### src/rtl/uart_pkg.sv
// Shared UART definitions: frame-state encoding common to rx and tx, and the
// default oversampling ratio with its tick-counter width.
package uart_pkg;

    typedef enum logic [1:0] {
        IDLE  = 2'd0,
        START = 2'd1,
        DATA  = 2'd2,
        STOP  = 2'd3
    } uart_state_e;

    localparam int OVERSAMPLE_DEF = 16;
    localparam int TICK_W_DEF     = $clog2(OVERSAMPLE_DEF);

    function automatic int tick_w(input int oversample);
        return $clog2(oversample);
    endfunction

endpackage

### src/rtl/uart_rx_if.sv
// Receiver-side bus: baud tick and serial line in, received byte and the
// done/valid/ack handshake toward the consumer.
interface uart_rx_if #(
    parameter int DATA_BITS = 8
);
    logic                 baud;
    logic                 rx;
    logic                 rx_ack;
    logic [DATA_BITS-1:0] d_out;
    logic                 rx_done;
    logic                 rx_valid;
    logic                 frame_err;
    logic                 overrun;

    modport master (
        output baud, rx, rx_ack,
        input  d_out, rx_done, rx_valid, frame_err, overrun
    );

    modport slave (
        input  baud, rx, rx_ack,
        output d_out, rx_done, rx_valid, frame_err, overrun
    );
endinterface

### src/rtl/uart_rx_sync.sv
// Two-flop synchronizer for the idle-high serial line, plus the synchronized
// value captured at the previous baud tick for start-edge detection.
module uart_rx_sync (
    input  logic clk,
    input  logic rst_n,
    input  logic tick,
    input  logic rx,
    output logic rxs,
    output logic rxs_prev
);
    logic meta_q, meta_d;
    logic rxs_q, rxs_d;
    logic prev_q, prev_d;

    always_comb begin
        meta_d = rx;
        rxs_d  = meta_q;
        prev_d = tick ? rxs_q : prev_q;
    end

    always_ff @(posedge clk) begin
        if (!rst_n) begin
            meta_q <= 1'b1;
            rxs_q  <= 1'b1;
            prev_q <= 1'b1;
        end else begin
            meta_q <= meta_d;
            rxs_q  <= rxs_d;
            prev_q <= prev_d;
        end
    end

    assign rxs      = rxs_q;
    assign rxs_prev = prev_q;
endmodule

### src/rtl/uart_rx.sv
// UART receiver: oversampled LSB-first framing with mid-bit sampling, delivering
// each byte with a one-clock done pulse and a sticky valid/ack handshake.
module uart_rx
    import uart_pkg::*;
#(
    parameter int DATA_BITS  = 8,
    parameter int OVERSAMPLE = OVERSAMPLE_DEF
) (
    input logic      clk,
    input logic      rst_n,
    uart_rx_if.slave bus
);
    localparam int S_W = tick_w(OVERSAMPLE);
    localparam int N_W = $clog2(DATA_BITS);
    localparam logic [S_W-1:0] S_HALF = S_W'(OVERSAMPLE / 2 - 1);
    localparam logic [S_W-1:0] S_LAST = S_W'(OVERSAMPLE - 1);
    localparam logic [N_W-1:0] N_LAST = N_W'(DATA_BITS - 1);

    logic rxs, rxs_prev;

    uart_rx_sync u_sync (
        .clk      (clk),
        .rst_n    (rst_n),
        .tick     (bus.baud),
        .rx       (bus.rx),
        .rxs      (rxs),
        .rxs_prev (rxs_prev)
    );

    uart_state_e          state_q, state_d;
    logic [S_W-1:0]       s_q, s_d;
    logic [N_W-1:0]       n_q, n_d;
    logic [DATA_BITS-1:0] shift_q, shift_d;
    logic [DATA_BITS-1:0] d_out_q, d_out_d;
    logic                 done_q, done_d;
    logic                 valid_q, valid_d;
    logic                 ferr_q, ferr_d;
    logic                 ovr_q, ovr_d;

    always_comb begin
        state_d = state_q;
        s_d     = s_q;
        n_d     = n_q;
        shift_d = shift_q;
        d_out_d = d_out_q;
        done_d  = 1'b0;
        valid_d = valid_q;
        ferr_d  = ferr_q;
        ovr_d   = ovr_q;

        if (bus.rx_ack && valid_q) begin
            valid_d = 1'b0;
            ovr_d   = 1'b0;
        end

        if (bus.baud) begin
            case (state_q)
                IDLE: begin
                    // Edge, not level: a held-low break line cannot restart a frame.
                    if (rxs_prev && !rxs) begin
                        s_d     = '0;
                        state_d = START;
                    end
                end
                START: begin
                    if (s_q == S_HALF) begin
                        if (!rxs) begin
                            s_d     = '0;
                            n_d     = '0;
                            state_d = DATA;
                        end else begin
                            state_d = IDLE;
                        end
                    end else begin
                        s_d = s_q + S_W'(1);
                    end
                end
                DATA: begin
                    if (s_q == S_LAST) begin
                        shift_d = {rxs, shift_q[DATA_BITS-1:1]};
                        s_d     = '0;
                        if (n_q == N_LAST) state_d = STOP;
                        else               n_d     = n_q + N_W'(1);
                    end else begin
                        s_d = s_q + S_W'(1);
                    end
                end
                STOP: begin
                    // A simultaneous ack consumes the old byte, so it cannot overrun.
                    if (s_q == S_LAST) begin
                        d_out_d = shift_q;
                        done_d  = 1'b1;
                        ferr_d  = ~rxs;
                        valid_d = 1'b1;
                        ovr_d   = ovr_q | (valid_q & ~bus.rx_ack);
                        state_d = IDLE;
                    end else begin
                        s_d = s_q + S_W'(1);
                    end
                end
                default: state_d = IDLE;
            endcase
        end
    end

    always_ff @(posedge clk) begin
        if (!rst_n) begin
            state_q <= IDLE;
            s_q     <= '0;
            n_q     <= '0;
            shift_q <= '0;
            d_out_q <= '0;
            done_q  <= 1'b0;
            valid_q <= 1'b0;
            ferr_q  <= 1'b0;
            ovr_q   <= 1'b0;
        end else begin
            state_q <= state_d;
            s_q     <= s_d;
            n_q     <= n_d;
            shift_q <= shift_d;
            d_out_q <= d_out_d;
            done_q  <= done_d;
            valid_q <= valid_d;
            ferr_q  <= ferr_d;
            ovr_q   <= ovr_d;
        end
    end

    assign bus.d_out     = d_out_q;
    assign bus.rx_done   = done_q;
    assign bus.rx_valid  = valid_q;
    assign bus.frame_err = ferr_q;
    assign bus.overrun   = ovr_q;
endmodule

### src/flat_wrapper.sv
// flat-port wrapper written by rule: the top's interface ports become plain ports
module uart_rx_flat import uart_pkg::*;
#(
    parameter int DATA_BITS  = 8,
    parameter int OVERSAMPLE = OVERSAMPLE_DEF
)
  (clk, rst_n, bus_baud, bus_rx, bus_rx_ack, bus_d_out, bus_rx_done, bus_rx_valid, bus_frame_err, bus_overrun);
  uart_rx_if #(.DATA_BITS(DATA_BITS)) bus_i ();
  input logic clk;
  input logic rst_n;
  input wire logic [$bits(bus_i.baud)-1:0] bus_baud;
  input wire logic [$bits(bus_i.rx)-1:0] bus_rx;
  input wire logic [$bits(bus_i.rx_ack)-1:0] bus_rx_ack;
  output wire logic [$bits(bus_i.d_out)-1:0] bus_d_out;
  output wire logic [$bits(bus_i.rx_done)-1:0] bus_rx_done;
  output wire logic [$bits(bus_i.rx_valid)-1:0] bus_rx_valid;
  output wire logic [$bits(bus_i.frame_err)-1:0] bus_frame_err;
  output wire logic [$bits(bus_i.overrun)-1:0] bus_overrun;
  assign bus_i.baud = bus_baud;
  assign bus_i.rx = bus_rx;
  assign bus_i.rx_ack = bus_rx_ack;
  assign bus_d_out = bus_i.d_out;
  assign bus_rx_done = bus_i.rx_done;
  assign bus_rx_valid = bus_i.rx_valid;
  assign bus_frame_err = bus_i.frame_err;
  assign bus_overrun = bus_i.overrun;
  uart_rx #(.DATA_BITS(DATA_BITS), .OVERSAMPLE(OVERSAMPLE)) u_core (.clk(clk), .rst_n(rst_n), .bus(bus_i));
endmodule
### config.mk
export PLATFORM = sky130hd
export DESIGN_NAME = uart_rx_flat
export DESIGN_NICKNAME = d
export VERILOG_FILES = /design/src/rtl/uart_pkg.sv /design/src/rtl/uart_rx_if.sv /design/src/rtl/uart_rx_sync.sv /design/src/rtl/uart_rx.sv /design/src/flat_wrapper.sv
export SDC_FILE = /design/constraint.sdc
export NUM_CORES = 1
export LEC_CHECK = 0
export ABC_CLOCK_PERIOD_IN_PS = 2000
export BUFFER_PORTS_ARGS = -buffer_cell sky130_fd_sc_hd__buf_4
export CORE_MARGIN = 2
export CORE_UTILIZATION = 52
export DETAILED_ROUTE_END_ITERATION = 16
export PLACE_DENSITY = 0.79
export SYNTH_ARGS = -nofsm -noshare
export SYNTH_HDL_FRONTEND = slang
export SYNTH_SLANG_ARGS = --single-unit
### constraint.sdc
create_clock -name clk -period 2 [get_ports clk]
set_input_delay 0.4 -clock clk [delete_from_list [all_inputs] [get_ports clk]]
set_output_delay 0.4 -clock clk [all_outputs]
set_load 0.1 [all_outputs]
==> flow_metrics.tcl <==
set metrics [dict create \
    cts_tree "done" \
    hold_violations 0 \
    clock-sinks 32 \
    ys_async_sr_fraction_pct 0 \
    power.leakage_nw 0.734 \
    hp-class "primary input to flip-flop" \
    htreeDepth 2 \
    fp-row-count 18 \
    grt_antenna_before_repair 0 \
    synth_most_common_cell "dfxtp_1" \
    r2r_end "u_core.s_q[0]" \
    die_y_um 55.7 \
    powerDensity_mw_per_mm2 730 \
    finish.utilization_pct 64.1 \
    port_buffers 16 \
    avgSynthCellArea_sq_um 9.93 \
    cts_buffers 5 \
    hpwl_um 1800 \
    cp-startpoint "u_core.s_q[0]" \
    hold_end "u_core.u_sync.meta_q" \
    avgRoutedWirePerCell_um 13.4 \
    worstPathMaxFanout 6 \
    antenna_cells 0 \
    first_global_vias 1014 \
    fillers 206 \
    status "finished, final reports clean" \
    seq_area_frac_synth_pct 46.1 \
    synth.largest_area_cell "dfxtp_1" \
    syn2layout_area_growth_pct 15.2 \
    path_clk_slew_ns 0.11 \
    grt_overflow 0 \
    syn_nets 148 \
    crit_arrival_ns 2.07 \
    synth_common_cells "dfxtp_1, nor2_1, mux2i_1, nand2_1, a21oi_1" \
    ys_ff_latch 32 \
    synth_cell_type_count 39 \
    setup_violations 0 \
    dr.pass1.iters 4 \
    dieWidth_um 55.7 \
    worstPathRequired_ns 2.26 \
    rr_worst_depth 5 \
    rr_startpoint "u_core.s_q[0]" \
    route.detailed.drc 0 \
    period_share_pct 90.6 \
    synth_top_area_share_pct 46.1 \
    grt_pass1_wl_um 4430 \
    min_from "bus_rx" \
    worstHoldPathCells 2 \
    ff_latch_area_sq_um 641 \
    grt.total_usage_pct 18.2 \
    relSlewSlack_pct 55.7 \
    min_period_ns 1.81 \
    rrSetupSlack_ns 0.19 \
    rsz0062_at_grt "false" \
    drive_gt1_share_pct 23.1 \
    cts_resized 0 \
    vias_per_cell 5.59 \
    slew_viol_final 0 \
    fin_setup_tns_ns 0 \
    clock_latency_ns 0.33 \
    clock.fmax_mhz 552 \
    hold_buffers 0 \
    nets 167 \
    multi_input_area_sq_um 689 \
    num_vias 1063 \
    wirelength_um 2560 \
    initial_core_util_pct 55.6 \
    netlist_instances 140 \
    fin_skew_ns 0.0178 \
    dieArea_sq_mm 0.00310 \
    drv_cap 0 \
    cp-start-kind "flip-flop" \
    drt_iter0_drc 32 \
    synthFlopType "dfxtp_1" \
    clockBufferDepth 2 \
    grt_max_degree 27 \
    worstSetupPathType "flip-flop to flip-flop" \
    ant_nets 0 \
    syn_area_sq_mm 0.00139 \
    synthTopCellsByArea "dfxtp_1, mux2i_1, nor2_1, ha_1, nand2_1" \
    critical_path.endpoint_type "flip-flop" \
    yosysWarningCount 0 \
    worst_slew_pin_slew_ns 0.658 \
    peakVddDrop_mv 0.580 \
    place_congestion 0.871 \
    core_area_sq_mm 0.00250 \
    ios 17 \
    cts_root_buffer "clkbuf_4" \
    synth_enable_flop_cells 0 \
    post_cts_buffers 0 \
]
==> kinds of logic (layout without fill, tap and decap cells) <==
kind of cell	after synthesis	after routing	synth area share [%]
simple gates	56	56	21.7
compound gates	18	18	10.1
fa+ha+maj	3	3	2.70
mux	21	21	15.1
flops	32	32	46.1
buf+inv	10	30	4.32
==> cells in the final DEF (no fill, tap or decap), types with 2 or more instances in the layout <==
master,synthesis,layout
dfxtp_1,32,32
nor2_1,25,25
mux2i_1,21,21
buf_4,1,20
nand2_1,8,8
clkbuf_4,0,5
a21oi_1,4,4
and3b_1,3,3
nand3_1,3,3
nand2b_1,3,3
ha_1,3,3
and2_2,2,2
nor3b_1,2,2
nand4_1,2,2
o21ai_0,2,2
==> per-stage QoR <==
stage	worst slack (ns)	power (W)	instance area, sq um	cells	hold WS, ns
5_1_grt	0.0107	0.00122	1600	190	0.236
6_report	0.187	0.00117	1600	190	0.258
2_1_floorplan	0.374	0.000687	1390	140	0.386
4_1_cts	0.191	0.00118	1600	190	0.246
3_5_place_dp	0.218	0.000701	1530	182	0.399
3_3_place_gp	0.279	0.000700	1530	182	0.391
==> area by class of cell <==
cell class / instances / share of cell area (%)
multi-input combinational: 98 / 43.0
inverter: 2 / 0.469
clock buffer: 6 / 2.58
clock inverter: 2 / 2.19
tap: 30 / 2.34
sequential: 32 / 40.0
timing repair buffer: 20 / 9.37
==> registers in the layout (all words and copies together), names as in the netlist, named ones only <==
signal                  count
u_core.bus.d_out            8
u_core.shift_q              8
u_core.s_q                  4
u_core.n_q                  3
u_core.bus.frame_err        1
u_core.bus.overrun          1
u_core.bus.rx_done          1
u_core.bus.rx_valid         1
u_core.state_q              1
u_core.u_sync.meta_q        1
u_core.u_sync.rxs           1
u_core.u_sync.rxs_prev      1
==> report_power, final <==
| part | internal, W | switching [W] |
|---|---|---|
| clock network | 0.000262 | 0.000221 |
| logic | 0.0000178 | 0.0000236 |
| registers | 0.000641 | 0.00000408 |
==> worst max-delay path by stage <==
stage	to	slack, ns
after floorplan	u_core.s_q[3]	0.37
after global placement	u_core.shift_q[4]	0.28
after detailed placement	u_core.shift_q[1]	0.22
after CTS	u_core.s_q[0]	0.19
after global routing	u_core.shift_q[1]	0.01
final	u_core.s_q[0]	0.19
==> critical path, stage by stage, from the launching register on <==
cell	delay, ns
dfxtp_1	0.36
ha_1	0.27
and4b_4	0.23
a211oi_2	0.24
or3b_4	0.44
o31ai_2	0.19
==> metal layers <==
metal  wire length (um)  part of all wire [%]  track usage [%]
met1               1130                    44             21.5
met2               1280                    50             29.6
met3                139                   5.4             7.44
met4                 11                  0.43             6.27
met5                  0                     0                0
Note: power is estimated with default switching activity, not from simulation.
